`config.mk`:
```
export PLATFORM = sky130hd
export DESIGN_NAME = game_state_history
export DESIGN_NICKNAME = d
export VERILOG_FILES = /design/src/rtl/game_state_history.sv
export SDC_FILE = /design/constraint.sdc
export NUM_CORES = 1
export LEC_CHECK = 0
export CAP_MARGIN = 25
export CORE_AREA = 2 2 319 321
export CTS_BUF_LIST = sky130_fd_sc_hd__clkbuf_16
export DETAILED_ROUTE_END_ITERATION = 7
export DIE_AREA = 0 0 321 323
export SLEW_MARGIN = 20
export SYNTH_ARGS = -nofsm -noshare
export SYNTH_HDL_FRONTEND = slang
export SYNTH_SLANG_ARGS = --single-unit
```
`constraint.sdc`:
```
create_clock -name clk -period 2.66 [get_ports clk]
set_input_delay 0.266 -clock clk [delete_from_list [all_inputs] [get_ports clk]]
set_output_delay 0.266 -clock clk [all_outputs]
set_load 0.05 [all_outputs]
```
`src/rtl/game_state_history.sv`:
```
// Undo/redo snapshot buffer for Sokoban game states: four circular slots plus
// the slot select driving the downstream 4:1 game-state mux.
module game_state_history #(
   parameter int unsigned N = 134
) (
   input  logic         clk,
   input  logic         rst_n,
   input  logic         init,
   input  logic [N-1:0] init_state,
   input  logic         push,
   input  logic [N-1:0] push_state,
   input  logic         undo,
   input  logic         redo,
   output logic [N-1:0] slot_0,
   output logic [N-1:0] slot_1,
   output logic [N-1:0] slot_2,
   output logic [N-1:0] slot_3,
   output logic [1:0]   sel,
   output logic [1:0]   undo_cnt,
   output logic [1:0]   redo_cnt,
   output logic         ack,
   output logic         nack
);

   localparam int unsigned CW       = 2;
   localparam int unsigned MAX_HIST = 3;

   logic [CW-1:0] sel_d;
   logic [CW-1:0] undo_cnt_d;
   logic [CW-1:0] redo_cnt_d;
   logic          ack_d;
   logic          nack_d;
   logic          wr_en;
   logic [CW-1:0] wr_idx;
   logic [N-1:0]  wr_data;

   // Command arbitration (init > undo > redo > push) and next-state computation
   always_comb begin
      sel_d      = sel;
      undo_cnt_d = undo_cnt;
      redo_cnt_d = redo_cnt;
      ack_d      = 1'b0;
      nack_d     = 1'b0;
      wr_en      = 1'b0;
      wr_idx     = sel + CW'(1);
      wr_data    = push_state;

      if (init) begin
         wr_en      = 1'b1;
         wr_idx     = '0;
         wr_data    = init_state;
         sel_d      = '0;
         undo_cnt_d = '0;
         redo_cnt_d = '0;
         ack_d      = 1'b1;
         nack_d     = undo | redo | push;
      end else if (undo) begin
         nack_d = redo | push;
         if (undo_cnt != '0) begin
            sel_d      = sel - CW'(1);
            undo_cnt_d = undo_cnt - CW'(1);
            redo_cnt_d = redo_cnt + CW'(1);
            ack_d      = 1'b1;
         end else begin
            nack_d = 1'b1;
         end
      end else if (redo) begin
         nack_d = push;
         if (redo_cnt != '0) begin
            sel_d      = sel + CW'(1);
            redo_cnt_d = redo_cnt - CW'(1);
            undo_cnt_d = undo_cnt + CW'(1);
            ack_d      = 1'b1;
         end else begin
            nack_d = 1'b1;
         end
      end else if (push) begin
         // Once history is full the oldest snapshot is silently overwritten
         wr_en      = 1'b1;
         sel_d      = sel + CW'(1);
         undo_cnt_d = (undo_cnt == CW'(MAX_HIST)) ? undo_cnt : undo_cnt + CW'(1);
         redo_cnt_d = '0;
         ack_d      = 1'b1;
      end
   end

   // Control registers
   always_ff @(posedge clk or negedge rst_n) begin
      if (!rst_n) begin
         sel      <= '0;
         undo_cnt <= '0;
         redo_cnt <= '0;
         ack      <= 1'b0;
         nack     <= 1'b0;
      end else begin
         sel      <= sel_d;
         undo_cnt <= undo_cnt_d;
         redo_cnt <= redo_cnt_d;
         ack      <= ack_d;
         nack     <= nack_d;
      end
   end

   // Snapshot slots; only init and push ever write them
   always_ff @(posedge clk or negedge rst_n) begin
      if (!rst_n) begin
         slot_0 <= '0;
         slot_1 <= '0;
         slot_2 <= '0;
         slot_3 <= '0;
      end else if (wr_en) begin
         case (wr_idx)
            2'd0:    slot_0 <= wr_data;
            2'd1:    slot_1 <= wr_data;
            2'd2:    slot_2 <= wr_data;
            default: slot_3 <= wr_data;
         endcase
      end
   end

endmodule

```
==> impl_metrics.csv, run 1 <==
group,metric,value,unit
outcome,outcome,"complete, no violations",
detailed_routing,drc,0,
sta,rsz0062_at_grt,"false",
cells_and_area,nets,3042,
cells_and_area,drive_gt1_frac,0.209,
global_routing,grt_pass1_wl,125000,um
clocking,cts_root_buffer,"clkbuf_16",
sta,final-max-slew-violation-count,0,
global_routing,grt_max_degree,105,
setup_path,path_cells,"clkdlybuf4s50_1",
global_routing,track_usage,0.160,
yosys,avgSynthCellArea,12.0,um^2
die,io_pins,818,
setup_path,critPathMaxStageDelay,0.95,ns
detailed_routing,vias,18798,
setup_path,crit_path_end_kind,"primary output",
place,placedCellCount,4012,
yosys,yosys.area.top_type,"dfrtp_1",
setup_path,worstPathRequired,2.39,ns
detailed_routing,wl_met3,7150,um
detailed_routing,finalWirelength,86600,um
sta,fmax,0.425,GHz
yosys,synth_mux_area_frac,0.195,
run,cap_violations,0,
die,initial_core_util,0.233,
sta,finClkSkew,0.0258,ns
sta,hold_viol,0,
yosys,ys_warn_count,0,
sta,period_needed,2.35,ns
yosys,ys_seq_area_frac,0.581,
pwr,power_density,940,nW/um^2
yosys,ys_ff_latch,544,
sta,period_share,0.884,
clocking,clkSinkCount,544,
setup_path,critPathSlowestCell,"clkdlybuf4s50_1",
detailed_routing,drt_iter0_drc,785,
die,rows,117,
setup_path,crit_path_max_fanout,6,
yosys,syn_area,23400,um^2
yosys,synthSimpleGateAreaFrac,0.0702,
setup_path,crit_family,"buffers and inverters",
die,fp.dieW,321,um
place,portBuffers,817,
detailed_routing,wl_per_cell,21.0,um
sta,finalSetupViolations,0,
setup_path,cp_data_arrival_time,2.09,ns
pwr,ir_worst_vdd,0.596,mV
pwr,p_leak,0.0160,uW
worst_hold_path,hold_class,"primary input to flip-flop",
cells_and_area,filler_cell_count,9909,
global_routing,grt_overflow_total,0,
sta,timing.slew.headroom,0.303,
clocking,clock_path_buffers,3,
clocking,cts_tree,"yes",
cells_and_area,multi_input_area,8220,um^2
clocking,post_cts_buffers,0,
clocking,clkTransAtPathRegs,0.06,ns
sta,worst_slew_pin_slew,1.03,ns
place,globalplace.congestion,0.827,
clocking,cts_resized,0,
yosys,synth_top_family_by_area,"multiplexers",
yosys,synthCells,1949,
cells_and_area,final_cells,4133,
yosys,synth_fa_ha_area_frac,0.000534,
cells_and_area,final_cell_mix,"clkdlybuf4s50_1, dfrtp_1, mux2_2",
yosys,synth.distinct_cells,33,
die,die-area,104000,um^2
detailed_routing,ant_nets,0,
cells_and_area,syn2layout_area_growth,52.9,%
detailed_routing,dr_wl_met2,41200,um
die,die_h,323,um
detailed_routing,viasPerCell,4.55,
detailed_routing,routed.top_layer,"met5",
global_routing,grt_pass1_vias,18879,
yosys,synth.top_cell.area_share,0.581,
setup_path,path_class,"flip-flop to primary output",
cells_and_area,mostFrequentLayoutCell,"clkdlybuf4s50_1",
die,coreArea,101000,um^2
global_routing,antenna_found_initial,6,
detailed_routing,wl_met1,35000,um
clocking,cts_buffers,61,
yosys,synth_compound_area_frac,0.0834,
yosys,synthXorXnorAreaFrac,0,
setup_path,cp-start-kind,"flip-flop",
clocking,h-tree-depth,2,
place,dp_hpwl,64100,um
setup_path,crit_buf_inv,1,
cells_and_area,seqCellArea,13600,um^2
clocking,cts-hold-fix-buffers,1,
yosys,syn_nets,2224,
detailed_routing,firstDrtPassIters,4,
yosys,synth.area.top_cells,"dfrtp_1, mux2_2, o311ai_0, inv_1, or4_1",
clocking,insertion_delay,0.64,ns
sta,tns,0,ns
## final timing paths
kind,slack (ns),endpoint,depth (start not counted),start
min,0.14,redo_cnt[0],4,redo
min reg2reg,0.50,slot_3[78],1,slot_3[78]
max reg2reg,0.64,slot_0[6],5,sel[1]
min in group asynchronous,0.20,slot_0[105],2,rst_n
max in group asynchronous,1.40,slot_1[111],3,rst_n
max,0.31,sel[1],1,sel[1]
## state kept, by name, summed over array words and instances, names as in the netlist, 2 cells and up
| signal | cells |
|---|---|
| slot_1 | 134 |
| undo_cnt | 2 |
| sel | 2 |
| slot_2 | 134 |
| redo_cnt | 2 |
| slot_0 | 134 |
| slot_3 | 134 |
## layer usage
layer,up-vias,track usage
li1,8515,-
met1,9437,0.193
met2,694,0.261
met3,148,0.0542
met4,4,0.0637
met5,-,0
## cell usage after synthesis
| cell type | count |
|---|---|
| dfrtp_1 | 544 |
| mux2_2 | 406 |
| inv_1 | 275 |
| nand2_1 | 139 |
| o21ai_0 | 136 |
| o311ai_0 | 134 |
| or4_1 | 134 |
| clkbuf_1 | 101 |
| buf_2 | 39 |
| nor2_1 | 8 |
| buf_1 | 7 |
| nor2b_1 | 3 |
| a21oi_1 | 2 |
| nand2b_1 | 2 |
| a2111oi_0 | 1 |
| a211oi_1 | 1 |
| a221oi_1 | 1 |
| a22o_1 | 1 |
| a2bb2oi_1 | 1 |
| a31oi_1 | 1 |
| a32oi_1 | 1 |
| buf_4 | 1 |
| ha_1 | 1 |
| nand4_1 | 1 |
| nand4b_2 | 1 |
| nor3_1 | 1 |
| nor4b_2 | 1 |
| o21a_1 | 1 |
| o21ba_2 | 1 |
| o22ai_1 | 1 |
| o2bb2ai_1 | 1 |
| or2_1 | 1 |
| or3b_2 | 1 |
## metrics by stage
stage                     power [uW]  instance area [um^2]  utilization  hold slack [ns]  setup WS (ns)
after floorplan                19400                 23400            -          -0.0296          0.666
after global routing           35000                 35800        0.356            0.118          0.163
after global placement         24900                 33700        0.335            0.274          0.313
final                          33700                 35800        0.356            0.141          0.308
after CTS                      34100                 35800        0.356           0.0715          0.185
after detailed placement       25000                 33700        0.335            0.275          0.280
## where the power goes
group,switching [uW],internal (uW)
logic,8960,4710
registers,1060,10100
clock network,3550,5330
## area by class of cell
class / count / share of cell area
flip-flops and latches: 544 / 0.380
repair buffers: 903 / 0.257
multi-input cells: 982 / 0.229
well taps: 1309 / 0.0457
clock buffers: 63 / 0.0440
inverters: 275 / 0.0288
clock inverters: 52 / 0.0147
diodes: 5 / 0.000349
## kinds of logic after synthesis
| kind of cell | after synthesis |
|---|---|
| compound gates | 283 |
| fa+ha+maj | 1 |
| buf+inv | 423 |
| flops | 544 |
| mux | 406 |
| simple gates | 292 |
No activity file was read; power rests on OpenSTA's default activity.
==> inputs of run 2 (changes only) <==
--- a/config.mk
+++ b/config.mk
@@ -5,11 +5,14 @@
 export SDC_FILE = /design/constraint.sdc
 export NUM_CORES = 1
 export LEC_CHECK = 0
+export ABC_AREA = 1
 export CAP_MARGIN = 25
-export CORE_AREA = 2 2 319 321
+export CORE_AREA = 2 2 320 322
 export CTS_BUF_LIST = sky130_fd_sc_hd__clkbuf_16
 export DETAILED_ROUTE_END_ITERATION = 7
-export DIE_AREA = 0 0 321 323
+export DIE_AREA = 0 0 322 324
+export PLACE_DENSITY_LB_ADDON = 0.15
+export REMOVE_ABC_BUFFERS = 1
 export SLEW_MARGIN = 20
 export SYNTH_ARGS = -nofsm -noshare
 export SYNTH_HDL_FRONTEND = slang
==> run 2 against run 1 <==
  * Highest routed layer unchanged
  * Sequential share of layout area increased by 3.7 points
  * Clock power decreased by 2%
  * Count of clock-buffer cells in the layout increased by 8
  * Critical path depth unchanged
  * Critical endpoint unchanged
  * First-iteration DRC count increased by 21%
  * Global-route usage decreased by 1.2 points
  * Clock skew decreased by 0.012 ns
  * Non-clock buffer count decreased by 20
  * Cell area decreased by 8.8%
==> impl_metrics.csv, run 2 <==
group,metric,value,unit
outcome,outcome,"complete, no violations",
pwr,p_seq_frac,0.288,
clocking,clock_path_buffers,3,
sta,tns,0,ns
global_routing,track_usage,0.147,
pwr,pwr-share-clk,0.182,
die,fp.dieW,322,um
setup_path,critPathMaxStageDelay,0.93,ns
yosys,ys_top_cells_by_count,"dfrtp_1, nand2_1, o21ai_1",
place,portBuffers,817,
setup_path,path_class,"flip-flop to primary output",
cells_and_area,syn2layout_area_growth,56.3,%
detailed_routing,firstDrtPassIters,5,
place,dp_hpwl,58700,um
setup_path,crit_path_end_kind,"primary output",
yosys,synth.top_cell.area_share,0.651,
global_routing,grt_pass1_vias,17149,
sta,period_share,0.883,
clocking,cts_buffers,67,
global_routing,grt_pass1_wl,115000,um
clocking,clkSinkCount,544,
clocking,cts_root_buffer,"clkbuf_16",
setup_path,critPathSlowestCell,"clkdlybuf4s50_1",
cells_and_area,final_cells,4131,
pwr,internal-power,24800,uW
pwr,netSwitchingFraction,0.484,
pwr,power_switching,23200,uW
die,io_pins,818,
setup_path,crit_buf_inv,1,
yosys,ys_warn_count,0,
yosys,async_reset_ff_frac,1.00,
detailed_routing,wl_per_cell,19.2,um
detailed_routing,finalWirelength,79400,um
detailed_routing,viasPerCell,4.13,
yosys,synth.area.top_cells,"dfrtp_1, nand2_1, mux2i_1, o21ai_1, o21ai_0",
yosys,ys_ff_latch,544,
global_routing,grt_overflow_total,0,
sta,rsz0062_at_grt,"false",
sta,finalSetupViolations,0,
sta,fmax,0.426,GHz
setup_path,worstPathRequired,2.39,ns
die,initial_core_util,0.207,
clocking,post_cts_buffers,0,
yosys,syn_area,20900,um^2
detailed_routing,drc,0,
detailed_routing,drt_iter0_drc,948,
yosys,synth.distinct_cells,25,
sta,period_needed,2.35,ns
yosys,ys_seq_area_frac,0.651,
place,globalplace.congestion,0.786,
clocking,h-tree-depth,3,
cells_and_area,drive_gt1_frac,0.0571,
sta,finClkSkew,0.0133,ns
pwr,ir_worst_vdd,0.667,mV
sta,timing.slew.headroom,0.400,
die,rows,117,
pwr,pwr-share-comb,0.530,
sta,worst_slew_pin_slew,0.875,ns
setup_path,cp-start-kind,"flip-flop",
die,die_h,324,um
clocking,cts_tree,"yes",
setup_path,path_cells,"clkdlybuf4s50_1",
global_routing,antenna_found_initial,1,
yosys,avgSynthCellArea,10.7,um^2
pwr,p_leak,0.0143,uW
clocking,insertion_delay,0.60,ns
cells_and_area,antenna_cells,0,
die,die-area,104000,um^2
worst_hold_path,hold_class,"primary input to async pin",
yosys,synth_edf_count,0,
run,cap_violations,0,
yosys,synthCells,1960,
place,placedCellCount,4018,
die,coreArea,101000,um^2
detailed_routing,vias,17044,
sta,final-max-slew-violation-count,0,
global_routing,grt_max_degree,104,
setup_path,cp_data_arrival_time,2.08,ns
cells_and_area,final_cell_mix,"clkdlybuf4s50_1, dfrtp_1, nand2_1",
yosys,yosys.area.top_type,"dfrtp_1",
detailed_routing,ant_nets,0,
yosys,synth.most_common_cell,"dfrtp_1",
cells_and_area,nets,3054,
setup_path,crit_path_max_fanout,5,
yosys,synth_ff_type,"dfrtp_1",
setup_path,crit_family,"buffers and inverters",
cells_and_area,mostFrequentLayoutCell,"clkdlybuf4s50_1",
sta,hold_viol,0,
clocking,clkTransAtPathRegs,0.06,ns
pwr,power_density,1470,nW/um^2
==> run 2: cell families after synthesis <==
| logic type | after synthesis | share of synthesized area |
|---|---|---|
| compound gates | 544 | 0.130 |
| buf+inv | 142 | 0.0437 |
| mux | 134 | 0.0641 |
| flops | 544 | 0.651 |
| fa+ha+maj | 1 | 0.000598 |
| xor+xnor | 1 | 0.000419 |
| simple gates | 594 | 0.110 |
==> run 2: final cells by class <==
cell class,instances,area (um^2)
Clock buffer,71,1780
Timing Repair Buffer,883,8920
Inverter,9,36.3
Tap cell,1309,1640
Fill cell,10358,68300
Clock inverter,41,280
Sequential cell,544,13600
Multi-Input combinational cell,1274,6420
==> run 2: power groups by stage <==
| stage | sequential, uW | combinational (uW) | clock, uW |
|---|---|---|---|
| after floorplan | 26100 | 3170 | 0 |
| after global placement | 13900 | 25600 | 0 |
| after detailed placement | 13900 | 25700 | 0 |
| after CTS | 13900 | 25800 | 9090 |
| after global routing | 14300 | 26600 | 9470 |
| final | 13800 | 25500 | 8710 |
==> run 2: final timing paths <==
check / slack (ns) / to / cells past startpoint / startpoint
max in group asynchronous: 1.42 / slot_1[34] / 3 / rst_n
worst min register to register: 0.48 / slot_0[93] / 2 / slot_0[93]
worst max register to register: 0.72 / slot_0[100] / 7 / sel[1]
min in group clk: 0.38 / slot_3[90] / 3 / init
worst min-delay path: 0.26 / slot_1[90] / 2 / rst_n
worst max-delay path: 0.31 / sel[1] / 1 / sel[1]
==> run 2: timing repair <==
action | in CTS | in global routing
resized for setup | 0 | 0
hold buffers | 1 | 0
endpoints found under the hold margin | 52 | 0
==> run 2: metrics by stage <==
stage | power (uW) | setup WS [ns] | hold slack (ns) | instance area (um^2) | util
final | 48000 | 0.312 | 0.263 | 32700 | 0.324
after CTS | 48700 | 0.222 | 0.230 | 32700 | 0.324
after floorplan | 29300 | -1.56 | -0.0296 | 20000 | -
after global routing | 50400 | 0.205 | 0.262 | 32700 | 0.324
after detailed placement | 39600 | 0.390 | 0.321 | 30600 | 0.303
after global placement | 39500 | 0.468 | 0.320 | 30600 | 0.303
==> run 2: per-layer routing <==
metal	part of all wire	GRT usage
met5	0.00023	0
met4	0.025	0.0476
met3	0.081	0.0507
met2	0.50	0.258
met1	0.39	0.168
==> run 2: worst reg2reg max path, cell delays in order (launching register included) <==
cell	delay [ns]
dfrtp_1	0.56
inv_2	0.15
o21ai_1	0.35
nand2_8	0.16
buf_12	0.21
buf_4	0.23
nand2_1	0.05
o21ai_0	0.09
